--- config.mk ---
export PLATFORM = sky130hd
export DESIGN_NAME = video_pattern_gen
export DESIGN_NICKNAME = d
export VERILOG_FILES = /design/src/rtl/video_pattern_gen.sv
export SDC_FILE = /design/constraint.sdc
export NUM_CORES = 1
export LEC_CHECK = 0
export ABC_AREA = 1
export CAP_MARGIN = 20
export CORE_AREA = 2 2 135 150
export CTS_CLUSTER_DIAMETER = 200
export DETAILED_ROUTE_END_ITERATION = 10
export DIE_AREA = 0 0 137 152
export GPL_TIMING_DRIVEN = 0
export SYNTH_ARGS = -nofsm -noshare
export SYNTH_HDL_FRONTEND = slang
export SYNTH_SLANG_ARGS = --single-unit
--- constraint.sdc ---
create_clock -name clk_pixel_in -period 2.12 [get_ports clk_pixel_in]
set_clock_uncertainty 0.05 [all_clocks]
set_input_delay 0.53 -clock clk_pixel_in [delete_from_list [all_inputs] [get_ports clk_pixel_in]]
set_output_delay 0.53 -clock clk_pixel_in [all_outputs]
set_load 0.02 [all_outputs]
--- src/rtl/video_pattern_gen.sv ---
// Video test-pattern source: frame-latched mode/colour, optional per-frame
// horizontal scroll, 2-cycle pipeline with syncs delayed to match pixel data.
module video_pattern_gen #(
  parameter int H_ACTIVE    = 1280,
  parameter int V_ACTIVE    = 720,
  parameter int COLOR_W     = 8,
  parameter int TILE_LOG2   = 5,
  parameter int GRID_LOG2   = 6,
  parameter int SCROLL_STEP = 4
) (
  input  logic                   clk_pixel_in,
  input  logic                   rst_in,
  input  logic [10:0]            hcount_in,
  input  logic [9:0]             vcount_in,
  input  logic                   hs_in,
  input  logic                   vs_in,
  input  logic                   ad_in,
  input  logic                   nf_in,
  input  logic [2:0]             mode_in,
  input  logic [3*COLOR_W-1:0]   color_in,
  input  logic                   scroll_en_in,
  output logic [COLOR_W-1:0]     red_out,
  output logic [COLOR_W-1:0]     green_out,
  output logic [COLOR_W-1:0]     blue_out,
  output logic                   hs_out,
  output logic                   vs_out,
  output logic                   ad_out
);
  localparam int BAR_W = H_ACTIVE / 8;
  localparam int CW3   = 3 * COLOR_W;
  localparam logic [10:0] BAR_LAST = 11'(BAR_W - 1);
  localparam logic [10:0] STEP     = 11'(SCROLL_STEP);

  // frame-latched shadows and scroll offset
  logic [2:0]     r_mode;
  logic [CW3-1:0] r_color;
  logic [10:0]    r_off;

  // running bar counter: pixel-in-bar count and bar index of previous pixel
  logic [10:0] r_bar_cnt;
  logic [2:0]  r_bar_idx;
  logic [10:0] w_bar_cnt;
  logic [2:0]  w_bar_idx;
  logic [10:0] w_hx;

  // stage 1
  logic [10:0]    r_s1_hx;
  logic [9:0]     r_s1_vc;
  logic [2:0]     r_s1_bar;
  logic [2:0]     r_s1_mode;
  logic [CW3-1:0] r_s1_color;

  // {hs,vs,ad} delay line; index 0 = stage 1, index 1 = stage 2
  logic [1:0][2:0] r_sync_pipe;

  // stage 2
  logic [COLOR_W-1:0] r_s2_r, r_s2_g, r_s2_b;
  logic [COLOR_W-1:0] w_r, w_g, w_b;

  assign w_hx = hcount_in + r_off;

  always_comb begin
    w_bar_cnt = r_bar_cnt + 11'd1;
    w_bar_idx = r_bar_idx;
    if (hcount_in == 11'd0) begin
      w_bar_cnt = '0;
      w_bar_idx = '0;
    end else if (r_bar_cnt == BAR_LAST) begin
      w_bar_cnt = '0;
      if (r_bar_idx != 3'd7) w_bar_idx = r_bar_idx + 3'd1;
    end
  end

  always_ff @(posedge clk_pixel_in) begin
    if (rst_in) begin
      r_mode    <= '0;
      r_color   <= '0;
      r_off     <= '0;
      r_bar_cnt <= '0;
      r_bar_idx <= '0;
    end else begin
      r_bar_cnt <= w_bar_cnt;
      r_bar_idx <= w_bar_idx;
      if (nf_in) begin
        r_mode  <= mode_in;
        r_color <= color_in;
        if (scroll_en_in) r_off <= r_off + STEP;
      end
    end
  end

  // Mode/colour travel with the pixel so a pixel sampled on the nf_in cycle
  // still renders with the old frame's settings.
  always_ff @(posedge clk_pixel_in) begin
    if (rst_in) begin
      r_s1_hx     <= '0;
      r_s1_vc     <= '0;
      r_s1_bar    <= '0;
      r_s1_mode   <= '0;
      r_s1_color  <= '0;
      r_sync_pipe <= '0;
    end else begin
      r_s1_hx     <= w_hx;
      r_s1_vc     <= vcount_in;
      r_s1_bar    <= w_bar_idx;
      r_s1_mode   <= r_mode;
      r_s1_color  <= r_color;
      r_sync_pipe <= {r_sync_pipe[0], {hs_in, vs_in, ad_in}};
    end
  end

  always_comb begin
    w_r = '0;
    w_g = '0;
    w_b = '0;
    case (r_s1_mode)
      3'd0: {w_r, w_g, w_b} = r_s1_color;
      3'd1: begin
        // bar order white,yellow,cyan,green,magenta,red,blue,black
        w_r = {COLOR_W{~r_s1_bar[1]}};
        w_g = {COLOR_W{~r_s1_bar[2]}};
        w_b = {COLOR_W{~r_s1_bar[0]}};
      end
      3'd2: begin
        if (r_s1_hx[TILE_LOG2] ^ r_s1_vc[TILE_LOG2]) begin
          w_r = '1; w_g = '1; w_b = '1;
        end
      end
      3'd3: begin
        w_r = COLOR_W'(r_s1_hx);
        w_g = COLOR_W'(r_s1_vc);
        w_b = ~COLOR_W'(r_s1_hx);
      end
      3'd4: begin
        if (r_s1_hx[GRID_LOG2-1:0] == '0 || r_s1_vc[GRID_LOG2-1:0] == '0) begin
          w_r = '1; w_g = '1; w_b = '1;
        end
      end
      default: ;
    endcase
    if (!r_sync_pipe[0][0]) begin
      w_r = '0;
      w_g = '0;
      w_b = '0;
    end
  end

  always_ff @(posedge clk_pixel_in) begin
    if (rst_in) begin
      r_s2_r <= '0;
      r_s2_g <= '0;
      r_s2_b <= '0;
    end else begin
      r_s2_r <= w_r;
      r_s2_g <= w_g;
      r_s2_b <= w_b;
    end
  end

  assign red_out   = r_s2_r;
  assign green_out = r_s2_g;
  assign blue_out  = r_s2_b;
  assign hs_out    = r_sync_pipe[1][2];
  assign vs_out    = r_sync_pipe[1][1];
  assign ad_out    = r_sync_pipe[1][0];

endmodule
Yosys cells after proc, flatten, opt, wreduce, memory -nomap -nowiden
Index checks and enable logic that the tools add are counted.
{"block": "word_totals", "reg_bits": 125, "latch_bits": 0, "mem_bits_rw": 0, "mem_bits_ro": 0, "input_bits": 55, "out_inout_bits": 27, "wordCells": 45, "mem_count": 0}
{"block": "classes", "add_sub_neg": 4, "n_mul": 0, "div_mod_pow": 0, "n_lt_le_gt_ge": 0, "eq_ne": 6, "shift": 0, "mux": 5, "n_bitwise": 6, "n_reduce_logical": 10}
{"operator": "$pmux W8 S5", "n": 3}
{"operator": "$mux W8", "n": 2}
{"operator": "$logic_not A6 Y1", "n": 2}
{"operator": "$add A11 B1 Y11 const B", "n": 1}
{"operator": "$add A11 B3 Y11 const B", "n": 1}
{"operator": "$eq A11 B8 Y1 const B", "n": 1}
{"operator": "$logic_not A11 Y1", "n": 1}
{"operator": "$add A8 B8 Y8", "n": 1}
{"operator": "$not A8 Y8", "n": 1}
{"operator": "$eq A3 B2 Y1 const B", "n": 2}
{"operator": "$not A1 Y1", "n": 4}
{"operator": "$reduce_and A2 Y1", "n": 2}
{"operator": "$reduce_or A2 Y1", "n": 2}
{"operator": "$add A3 B1 Y3 const B", "n": 1}
{"operator": "$eq A3 B1 Y1 const B", "n": 1}
{"operator": "$eq A3 B3 Y1 const B", "n": 1}
{"operator": "$logic_not A3 Y1", "n": 1}
{"operator": "$ne A3 B3 Y1 const B", "n": 1}
{"operator": "$reduce_or A3 Y1", "n": 1}
{"operator": "$logic_or A1 B1 Y1", "n": 1}
{"operator": "$xor A1 B1 Y1", "n": 1}

Depth between registers and ports, before layout
{"block": "logic_depth", "word_depth": 4, "mapped_depth": 9, "mapped_depth_nobuf": 9}

Worst setup path after synthesis
Ideal clock, no wire load.
{"block": "synth_timing", "kind": "input-to-reg", "startpoint": "in hcount_in[2]", "endpoint": "reg r_s1_hx[6]", "setup_time_ps": 117, "arrival_time_ps": 1602, "t_required_ps": 1953, "setup_slack_ps": 351, "stages": 8, "n_path_buf": 0, "path_cell_list": "ha_1 fa_1 nand2_1 inv_1 o21ai_0 nand2_1 o21ai_0 nor2_1"}
{"block": "synth_between", "elab_chain_len": 1}
{"item": "start: declaration", "line_no": "13", "source": "input logic [10:0] hcount_in,"}
{"item": "$add A8 B8 Y8", "line_no": "60", "source": "assign w_hx = hcount_in + r_off;"}
{"item": "end signal: assignment", "line_no": "103", "source": "r_s1_hx <= w_hx;"}
{"item": "end: declaration", "line_no": "47", "source": "logic [10:0] r_s1_hx;"}
No other way between the ends.
A chain may end at the register's enable or synchronous reset.

Final worst setup path
Ends and elaborated chain as after synthesis.

==> impl_metrics.py <==
metrics = {
    "drt": {
        "drt_iter0_drc": 169,
        "via_per_inst": 3.87,
        "ant_nets": 0,
        "vias": 3779,
        "wl_per_cell_um": 11.1,
        "routed_wl_um": 10800,
        "first_pass_iters": 6,
        "drc": 0,
    },
    "global_routing": {
        "gr-total-overflow": 0,
        "grt_pass1_wl_um": 17700,
        "grt_pass1_vias": 3779,
        "grt_max_degree": 17,
        "antenna_found_initial": 0,
        "grt_util_all_layers_pct": 11.1,
    },
    "setup_path": {
        "cp_top_family": "adder cells",
        "crit_slowest_cell": "clkdlybuf4s50_1",
        "crit_start": "hcount_in[2]",
        "reg2reg_from": "r_off[2]$_SDFFE_PP0P_",
        "path_buf_inv": 2,
        "cp_data_arrival_time_ns": 2.16,
        "crit_path_max_fanout": 2,
        "path_cells": "clkdlybuf4s50_1, ha_1, fa_1, nand2_1, inv_1, o21ai_0, nand2_1, o21ai_0, nor2_1",
        "end_kind": "register",
        "cp.required_ns": 2.36,
        "worstSetupStartpointType": "primary input",
        "slowest_delay_ns": 0.44,
        "worst-setup-path-type": "in -> reg",
    },
    "clock_tree": {
        "postCtsSetupBuffers": 0,
        "clock_latency_ns": 0.41,
        "clock-sinks": 120,
        "htree_levels": 4,
        "tritoncts": "done",
        "clock_path_buffers": 2,
        "cts_root_buf": "clkbuf_16",
        "path_clk_slew_ns": 0.05,
        "cts_made_buffers": 17,
        "cts_hold_buf": 0,
        "cts_resized": 0,
    },
    "place": {
        "port_buffers": 79,
        "place.gp.congestion": 0.818,
        "hpwl_um": 8270,
    },
    "layout": {
        "area_growth_pct": 35.8,
        "fin_nets": 776,
        "diodes": 0,
        "utilization_pct": 33.1,
        "drive_gt1_share_pct": 7.87,
    },
    "die": {
        "initial_utilization_pct": 24.4,
        "die_w_um": 137,
        "die-area_um2": 20800,
        "io_pins": 82,
        "die_h_um": 152,
        "fp-row-count": 54,
        "coreArea_um2": 19500,
    },
    "timing": {
        "timing.setup.tns_ns": 0,
        "min_period_over_period_pct": 90.4,
        "worst_pin_slew_ns": 0.560,
        "drv_slew": 0,
        "setup_viol": 0,
        "rsz0062_at_grt": "no",
        "min_period_ns": 1.92,
        "fmax_mhz": 522,
        "hold_violations": 0,
        "relSlewSlack_pct": 62.7,
    },
    "yosys": {
        "synth_seq_cells": 120,
        "synthTopCellsByArea": "dfxtp_1, nand2_1, inv_1",
        "syn_nets": 678,
        "avgSynthCellArea_um2": 7.74,
        "synthesis.area_um2": 4740,
        "synthCells": 613,
        "yosysWarnings": 0,
        "ys_types": 27,
        "yosysTopAreaCell": "dfxtp_1",
        "yosysSeqAreaShare_pct": 50.7,
        "synth_top_area_share_pct": 50.7,
    },
    "min_path": {
        "hp-start": "r_sync_pipe[1]$_SDFF_PP0_",
        "hp-class": "reg -> reg",
    },
    "pwr": {
        "ir_drop_v": 0.000495,
        "power_uw": 5760,
        "power_density_nw_per_um2": 895,
        "p_leak_uw": 0.00296,
    },
    "outcome": {
        "status": "completed",
    },
    "run": {
        "maxCapViolCount": 0,
    },
}
metal layers:
| layer | routed length [um] | share of wire, % | GRT usage [%] |
|---|---|---|---|
| met5 | 0 | 0 | 0 |
| met4 | 195 | 1.8 | 4.22 |
| met3 | 512 | 4.7 | 3.94 |
| met2 | 5490 | 51 | 19.9 |
| met1 | 4620 | 43 | 11.6 |
flip-flops by register name, indices dropped and copies added (netlist names):
name and cells:
r_color 24, r_s1_color 24, r_bar_cnt 11, blue_out 8, green_out 8, r_s1_hx 8, r_s1_vc 8, red_out 8
r_off 6, r_mode 3, r_s1_bar 3, r_s1_mode 3, r_sync_pipe 3, ad_out 1, hs_out 1, vs_out 1
synth_stat cells:
| library cell | instances |
|---|---|
| fa_1 | 1 |
| buf_6 | 5 |
| nand3b_4 | 1 |
| xnor2_1 | 3 |
| nand3_1 | 14 |
| nand2_1 | 128 |
| xor2_1 | 6 |
| a21boi_0 | 1 |
| nor2_2 | 2 |
| clkinv_1 | 1 |
| nand2_2 | 3 |
| nand4_1 | 1 |
| inv_1 | 99 |
| nor3_1 | 4 |
| o21ai_0 | 33 |
| buf_2 | 2 |
| dfxtp_1 | 120 |
| buf_4 | 3 |
| clkbuf_1 | 12 |
| and3_1 | 1 |
| a21oi_1 | 34 |
| inv_2 | 5 |
| nor2_1 | 92 |
| nand3b_1 | 25 |
| nand2_4 | 2 |
| nor2_4 | 6 |
| ha_1 | 9 |
per-stage QoR:
| stage | setup slack [ns] | cell area, um^2 | cells | hold slack [ns] |
|---|---|---|---|---|
| final | 0.204 | 6440 | 976 | 0.354 |
| after global routing | 0.0650 | 6440 | 976 | 0.388 |
| after CTS | 0.187 | 6440 | 976 | 0.360 |
| after detailed placement | -0.219 | 5850 | 944 | 0.352 |
| after global placement | -0.212 | 5850 | 944 | 0.341 |
| after floorplan | 0.351 | 4740 | 613 | 0.338 |
area by class of cell:
cell class | instances | area, um^2
Fill cell | 2108 | 13000
Inverter | 105 | 394
Sequential cell | 120 | 2400
Buffer | 22 | 134
Clock buffer | 23 | 468
Multi-Input combinational cell | 366 | 1810
Tap cell | 252 | 315
Clock inverter | 9 | 123
Timing Repair Buffer | 79 | 791
kinds of logic (layout without fill, tap and decap cells):
kind of cell | after synthesis | in the layout | share of synthesized area, %
and+or+nand+nor | 279 | 279 | 26.5
buffers and inverters | 127 | 238 | 11.1
DFF | 120 | 120 | 50.7
AOI/OAI and AO/OA | 68 | 68 | 7.23
adders and majority gates | 10 | 10 | 2.80
xor gates and xnor gates | 9 | 9 | 1.66
cells in the final DEF, fill, tap and decap left out, drive strengths merged:
| master | count |
|---|---|
| xnor2 | 3 |
| clkbuf | 35 |
| dfxtp | 120 |
| clkinvlp | 1 |
| o21ai | 33 |
| nand4 | 1 |
| ha | 9 |
| a21boi | 1 |
| xor2 | 6 |
| nand3 | 14 |
| a21oi | 34 |
| clkdlybuf4s50 | 79 |
| nor3 | 4 |
| nor2 | 100 |
| buf | 10 |
| bufinv | 3 |
| nand2 | 133 |
| clkinv | 6 |
| and3 | 1 |
| fa | 1 |
| inv | 104 |
| nand3b | 26 |
report_power, final:
group          switching, uW  internal (uW)  leakage [uW]
Combinational            249            226       0.00169
Sequential              45.1           2360      0.000986
Clock                    980           1900      0.000291
Total                   1270           4490       0.00296
path summary, 6_finish.rpt:
check / endpoint / slack, ns / depth (start not counted)
worst max-delay path: r_s1_hx[6]$_SDFF_PP0_ / 0.20 / 9
worst max register to register: r_s1_hx[6]$_SDFF_PP0_ / 0.46 / 8
worst min register to register: vs_out$_SDFF_PP0_ / 0.35 / 2
worst min-delay path: vs_out$_SDFF_PP0_ / 0.35 / 2
tightest hold or removal path, cell delays in order (launching register included):
cell and delay (ns):
dfxtp_1 0.29, inv_1 0.04, nor2_1 0.03
Power figures use the tool's default switching activity.
==> edit 1 (same settings) <==
`COLOR_W`: 8 -> 10.
--- a/src/rtl/video_pattern_gen.sv
+++ b/src/rtl/video_pattern_gen.sv
@@ -3,7 +3,7 @@
 module video_pattern_gen #(
   parameter int H_ACTIVE    = 1280,
   parameter int V_ACTIVE    = 720,
-  parameter int COLOR_W     = 8,
+  parameter int COLOR_W     = 10,
   parameter int TILE_LOG2   = 5,
   parameter int GRID_LOG2   = 6,
   parameter int SCROLL_STEP = 4
Interface: changed (resized blue_out, color_in, green_out and red_out); port bits go from 82 to 94. No check against the original RTL was run, so the function may have changed too.
==> edit 1 against the original RTL <==
  * Power increased by 8.4%
  * Area after synthesis increased by 19%
  * Wire length increased by 18%
  * Global-route usage increased by 2.0 points
  * Design area increased by 16%
  * Via count increased by 22%
  * Hold slack got worse by 0.0034 ns
  * Sequential cell count increased by 24
  * Critical path type is now reg2out
  * Worst setup slack got worse by 0.0069 ns
  * Synthesized cell count increased by 26%
==> edit 1: results (changes against the original RTL) <==
sequential fraction of the synthesis area=51.0% (+0.33 points); maximum count of clock buffers along a single path=2 (unchanged); wire length reported by the detailed router=12800 um (+18%); DRC marker count from the first detailed-route iteration=227 (+34%); outcome=complete, no violations; cell class contributing the biggest share of worst-path delay=buffers and inverters; n_diodes=0 (unchanged); number of global-route vias before repair=4396 (+16%); delay of the slowest cell on the worst path=0.60 ns (+0.16 ns); initial antenna violation count=0 (unchanged); number of buffers inserted during clock tree synthesis=17 (unchanged); number of instances in the placed design=1118 (+18%); worst setup slack after placement=-0.186 ns (+0.0331 ns); DRT Pass-1 Iters=4 (-2); arrival time at the worst endpoint=1.34 ns (-0.82 ns); share of post-route cells with drive strength above 1=5.57% (-2.3 points); peak supply drop=0.591 mV (+20%); proportion of register bits with asynchronous set or reset after synthesis=0% (unchanged); buffer count from post-CTS setup fixing=0 (unchanged); first-pass GRT wire length=21100 um (+19%); overall fraction of global-route tracks in use=13.1% (+2.0 points); largest cells by area after synthesis=dfxtp_1 (51%), nand2_1 (11%), inv_1 (9.9%); later-pin clock latency in the skew report=0.41 ns (about the same); placed wire-length estimate after detailed placement=10100 um (+22%); Post-Synthesis Net Count=846 (+25%); root buffer cell=clkbuf_16; Worst Hold Class=reg2reg; largest registers=r_color x30, r_s1_color x30, r_bar_cnt x11; clock edge transition at the registers on the reported setup and hold paths=0.06 ns; routed wire length per instance=11.1 um (+0.22%); vias after detailed routing=4592 (+22%); gp weighted congestion=0.859 (+5.0%); largest net degree at the start of global routing=17 (unchanged); Yosys cell types=27 (unchanged); Resize count post-CTS=0 (unchanged); leakage power=3.53 nW (+19%); Area after DPL=0.00690 mm2 (+18%); Final nets=958 (+23%); H-tree levels=4 (unchanged); Slowest-stage cell, CP=clkdlybuf4s50_1; cell with the most instances after synthesis=nand2_1; Yosys warning count=0 (unchanged); port buffer count=93 (+18%); Rel. slew slack=62.5% (-0.21 points); commonest register cell after synthesis=dfxtp_1; layout filler cell count=2049 (-2.8%); Cells after Synth=773 (+26%); worst-path maximum fanout=1 (-1); most frequent cells after synthesis=nand2_1 (171), inv_1 (149), dfxtp_1 (144)
==> edit 1: path summary, 6_finish.rpt <==
path | start | to | slack, ns | cells after the start
hold / removal | r_sync_pipe[2]$_SDFF_PP0_ | hs_out$_SDFF_PP0_ | 0.35 | 2
hold reg to reg | r_sync_pipe[2]$_SDFF_PP0_ | hs_out$_SDFF_PP0_ | 0.35 | 2
setup reg to reg | r_off[2]$_SDFFE_PP0P_ | r_s1_hx[8]$_SDFF_PP0_ | 0.50 | 8
setup / recovery | red_out[2]$_SDFF_PP0_ | red_out[2] | 0.20 | 1
==> edit 1: layer usage <==
layer	vias to the layer above	wire length [um]	track usage, %
met5	-	0	0
met4	0	280	5.35
met3	16	555	3.90
met2	86	5870	21.2
met1	1938	6060	16.0
li1	2552	-	-
==> edit 1: cells by family (layout without fill, tap and decap cells) <==
kind of cell,after synthesis,in the layout,share of synthesized area [%]
AND/OR/NAND/NOR,335,335,24.1
buffers and inverters,183,308,12.7
flip-flops,144,144,51.0
AO/OA/AOI/OAI,92,92,8.36
adder cells (fa/ha/maj),12,12,2.79
XOR/XNOR,7,7,1.08
==> edit 1: area by class of cell <==
class | count | area [um2] | share of cell area [%]
sequential | 144 | 2880 | 38.6
multi-input combinational | 446 | 2050 | 27.5
timing repair buffer | 93 | 931 | 12.5
inverter | 153 | 574 | 7.69
clock buffer | 20 | 457 | 6.12
tap | 252 | 315 | 4.22
buffer | 30 | 143 | 1.91
clock inverter | 12 | 110 | 1.47
==> edit 1: report_power, final <==
part / internal (mW) / total [mW] / switching (mW)
Combinational: 0.260 / 0.561 / 0.301
Clock: 1.67 / 2.79 / 1.12
Sequential: 2.83 / 2.89 / 0.0554
Total: 4.77 / 6.24 / 1.47
==> edit 2 (same flow settings) <==
Made on the original files. Add an input register stage for `hcount_in`, without a reset; this delays it by one clock. The other inputs are not delayed to match.
--- a/src/rtl/video_pattern_gen.sv
+++ b/src/rtl/video_pattern_gen.sv
@@ -31,6 +31,12 @@
   localparam logic [10:0] BAR_LAST = 11'(BAR_W - 1);
   localparam logic [10:0] STEP     = 11'(SCROLL_STEP);
 
+  logic [10:0] hcount_q;
+
+  always_ff @(posedge clk_pixel_in) begin
+    hcount_q <= hcount_in;
+  end
+
   // frame-latched shadows and scroll offset
   logic [2:0]     r_mode;
   logic [CW3-1:0] r_color;
@@ -57,12 +63,12 @@
   logic [COLOR_W-1:0] r_s2_r, r_s2_g, r_s2_b;
   logic [COLOR_W-1:0] w_r, w_g, w_b;
 
-  assign w_hx = hcount_in + r_off;
+  assign w_hx = hcount_q + r_off;
 
   always_comb begin
     w_bar_cnt = r_bar_cnt + 11'd1;
     w_bar_idx = r_bar_idx;
-    if (hcount_in == 11'd0) begin
+    if (hcount_q == 11'd0) begin
       w_bar_cnt = '0;
       w_bar_idx = '0;
     end else if (r_bar_cnt == BAR_LAST) begin
Behaviour: not the same (Yosys sat finds a counterexample within 4 cycles, from zero or initial values and one cycle with rst_in high).
==> edit 2 against the original RTL <==
  * Synthesized cell count up 2.0%
  * Worst setup slack better by 0.0034 ns
  * Die area unchanged
  * Largest cell class unchanged
  * Area after synthesis up 4.8%
  * Maximum frequency up 0.18%
  * Power down 0.20%
  * Critical path depth down 8
  * Wire length down 0.34%
  * Cell count up 1.3%
  * Design area up 3.0%
  * Sequential cell count up 11
==> edit 2: results (changes against the original RTL) <==
outcome=complete, no violations; most frequent cells after synthesis=dfxtp_1 (131), nand2_1 (127), inv_1 (100); vias after detailed routing=3816 (+0.98%); first-pass GRT wire length=17700 um (+0.11%); R2R depth=8 (unchanged); buffer count from post-CTS setup fixing=0 (unchanged); final hold violation count=0 (unchanged); share of post-route cells with drive strength above 1=8.15% (+0.28 points); Yosys warning count=0 (unchanged); gp weighted congestion=0.842 (+2.9%); DRT Pass-1 Iters=4 (-2); largest cells by area after synthesis=dfxtp_1 (53%), nand2_1 (9.6%), inv_1 (7.6%); H-tree levels=4 (unchanged); largest registers=r_color x24, r_s1_color x24; number of global-route vias before repair=3679 (-2.6%); Area after DPL=0.00608 mm2 (+3.9%); cell with the most instances after synthesis=dfxtp_1; global-route track usage on met1=12.2% (+0.61 points); number of buffers inserted during clock tree synthesis=17 (unchanged); placed wire-length estimate after detailed placement=8500 um (+2.7%); worst-path maximum fanout=1 (-1); setup slack, reg-to-reg=0.42 ns (-0.04 ns); layout filler cell count=2075 (-1.6%); met2 Usage GRT=19.2% (-0.69 points); arrival time at the worst endpoint=1.33 ns (-0.83 ns); slew of the pin with the lowest slew margin=0.544 ns (-0.0159 ns); leakage power=3.02 nW (+2.1%); proportion of register bits with asynchronous set or reset after synthesis=0% (unchanged); Final nets=788 (+1.5%); met3 track demand over resource=3.87% (-0.067 points); peak supply drop=0.590 mV (+19%); initial antenna violation count=2 (+2); sequential fraction of the synthesis area=52.8% (+2.1 points); Slowest-stage cell, CP=clkdlybuf4s50_1; delay of the slowest cell on the worst path=0.60 ns (+0.16 ns); Worst Hold Depth=2 (unchanged); port buffer count=79 (unchanged); area share of the largest cell type after synthesis=52.8% (+2.1 points); routed wire length per instance=10.9 um (-1.7%); switching power of the nets=1.35 mW (+6.3%); clock edge transition at the registers on the reported setup and hold paths=around 0.060 ns; DRC marker count from the first detailed-route iteration=135 (-20%); cell class contributing the biggest share of worst-path delay=buffers and inverters; Final Core Density=34.1% (+0.98 points); overall fraction of global-route tracks in use=11.2% (+0.079 points); Post-Synthesis Net Count=690 (+1.8%)
[edit 2: worst max path at each step]
stage | from | end | depth (start not counted)
finish | blue_out[6]$_SDFF_PP0_ | blue_out[6] | 1
global route | green_out[0]$_SDFF_PP0_ | green_out[0] | 1
CTS | blue_out[6]$_SDFF_PP0_ | blue_out[6] | 1
detailed placement | rst_in | r_color[7]$_SDFFE_PP0P_ | 6
global placement | rst_in | r_s1_hx[3]$_SDFF_PP0_ | 4
floorplan | r_off[2]$_SDFFE_PP0P_ | r_s1_hx[6]$_SDFF_PP0_ | 8
[edit 2: tightest hold or removal path, stage by stage (launching register included)]
cell	delay [ns]
dfxtp_1	0.29
inv_1	0.04
nor2_1	0.03
[edit 2: final cells by class]
| type | instances | area share [%] |
|---|---|---|
| buffer | 22 | 2.08 |
| timing repair buffer | 79 | 11.9 |
| clock inverter | 10 | 1.13 |
| inverter | 106 | 6.00 |
| sequential | 131 | 39.6 |
| antenna | 1 | 0.0378 |
| multi-input combinational | 366 | 27.3 |
| tap | 252 | 4.76 |
| clock buffer | 22 | 7.15 |
[edit 2: per-stage QoR]
stage	instances	hold WS, ns	power, mW	setup slack (ns)
final	989	0.354	5.75	0.207
after global routing	988	0.369	6.02	0.142
after CTS	988	0.355	5.84	0.159
after detailed placement	956	0.351	3.16	-0.0384
after global placement	956	0.340	3.15	-0.0315
after floorplan	625	0.338	2.95	0.568
[edit 2: cells by family after synthesis]
family,after synthesis,synth area share [%]
flip-flops,131,52.8
adder cells (fa/ha/maj),10,2.67
AO/OA/AOI/OAI,68,6.90
AND/OR/NAND/NOR,279,25.3
XOR/XNOR,9,1.59
buffers and inverters,128,10.8
[edit 2: routing by layer]
metal / vias to the layer above / routed length, um / part of all wire (%)
met2: 68 / 5390 / 50
li1: 2092 / - / -
met3: 19 / 636 / 5.9
met1: 1635 / 4520 / 42
met4: 2 / 217 / 2.0
met5: - / 13 / 0.12
[edit 2: power groups by stage]
stage                     clock, mW  combinational (mW)  sequential [mW]
after detailed placement          0               0.474             2.69
final                          2.65               0.467             2.63
after floorplan                   0               0.261             2.68
after global placement            0               0.467             2.69
after global routing           2.84               0.531             2.64
after CTS                      2.73               0.476             2.63
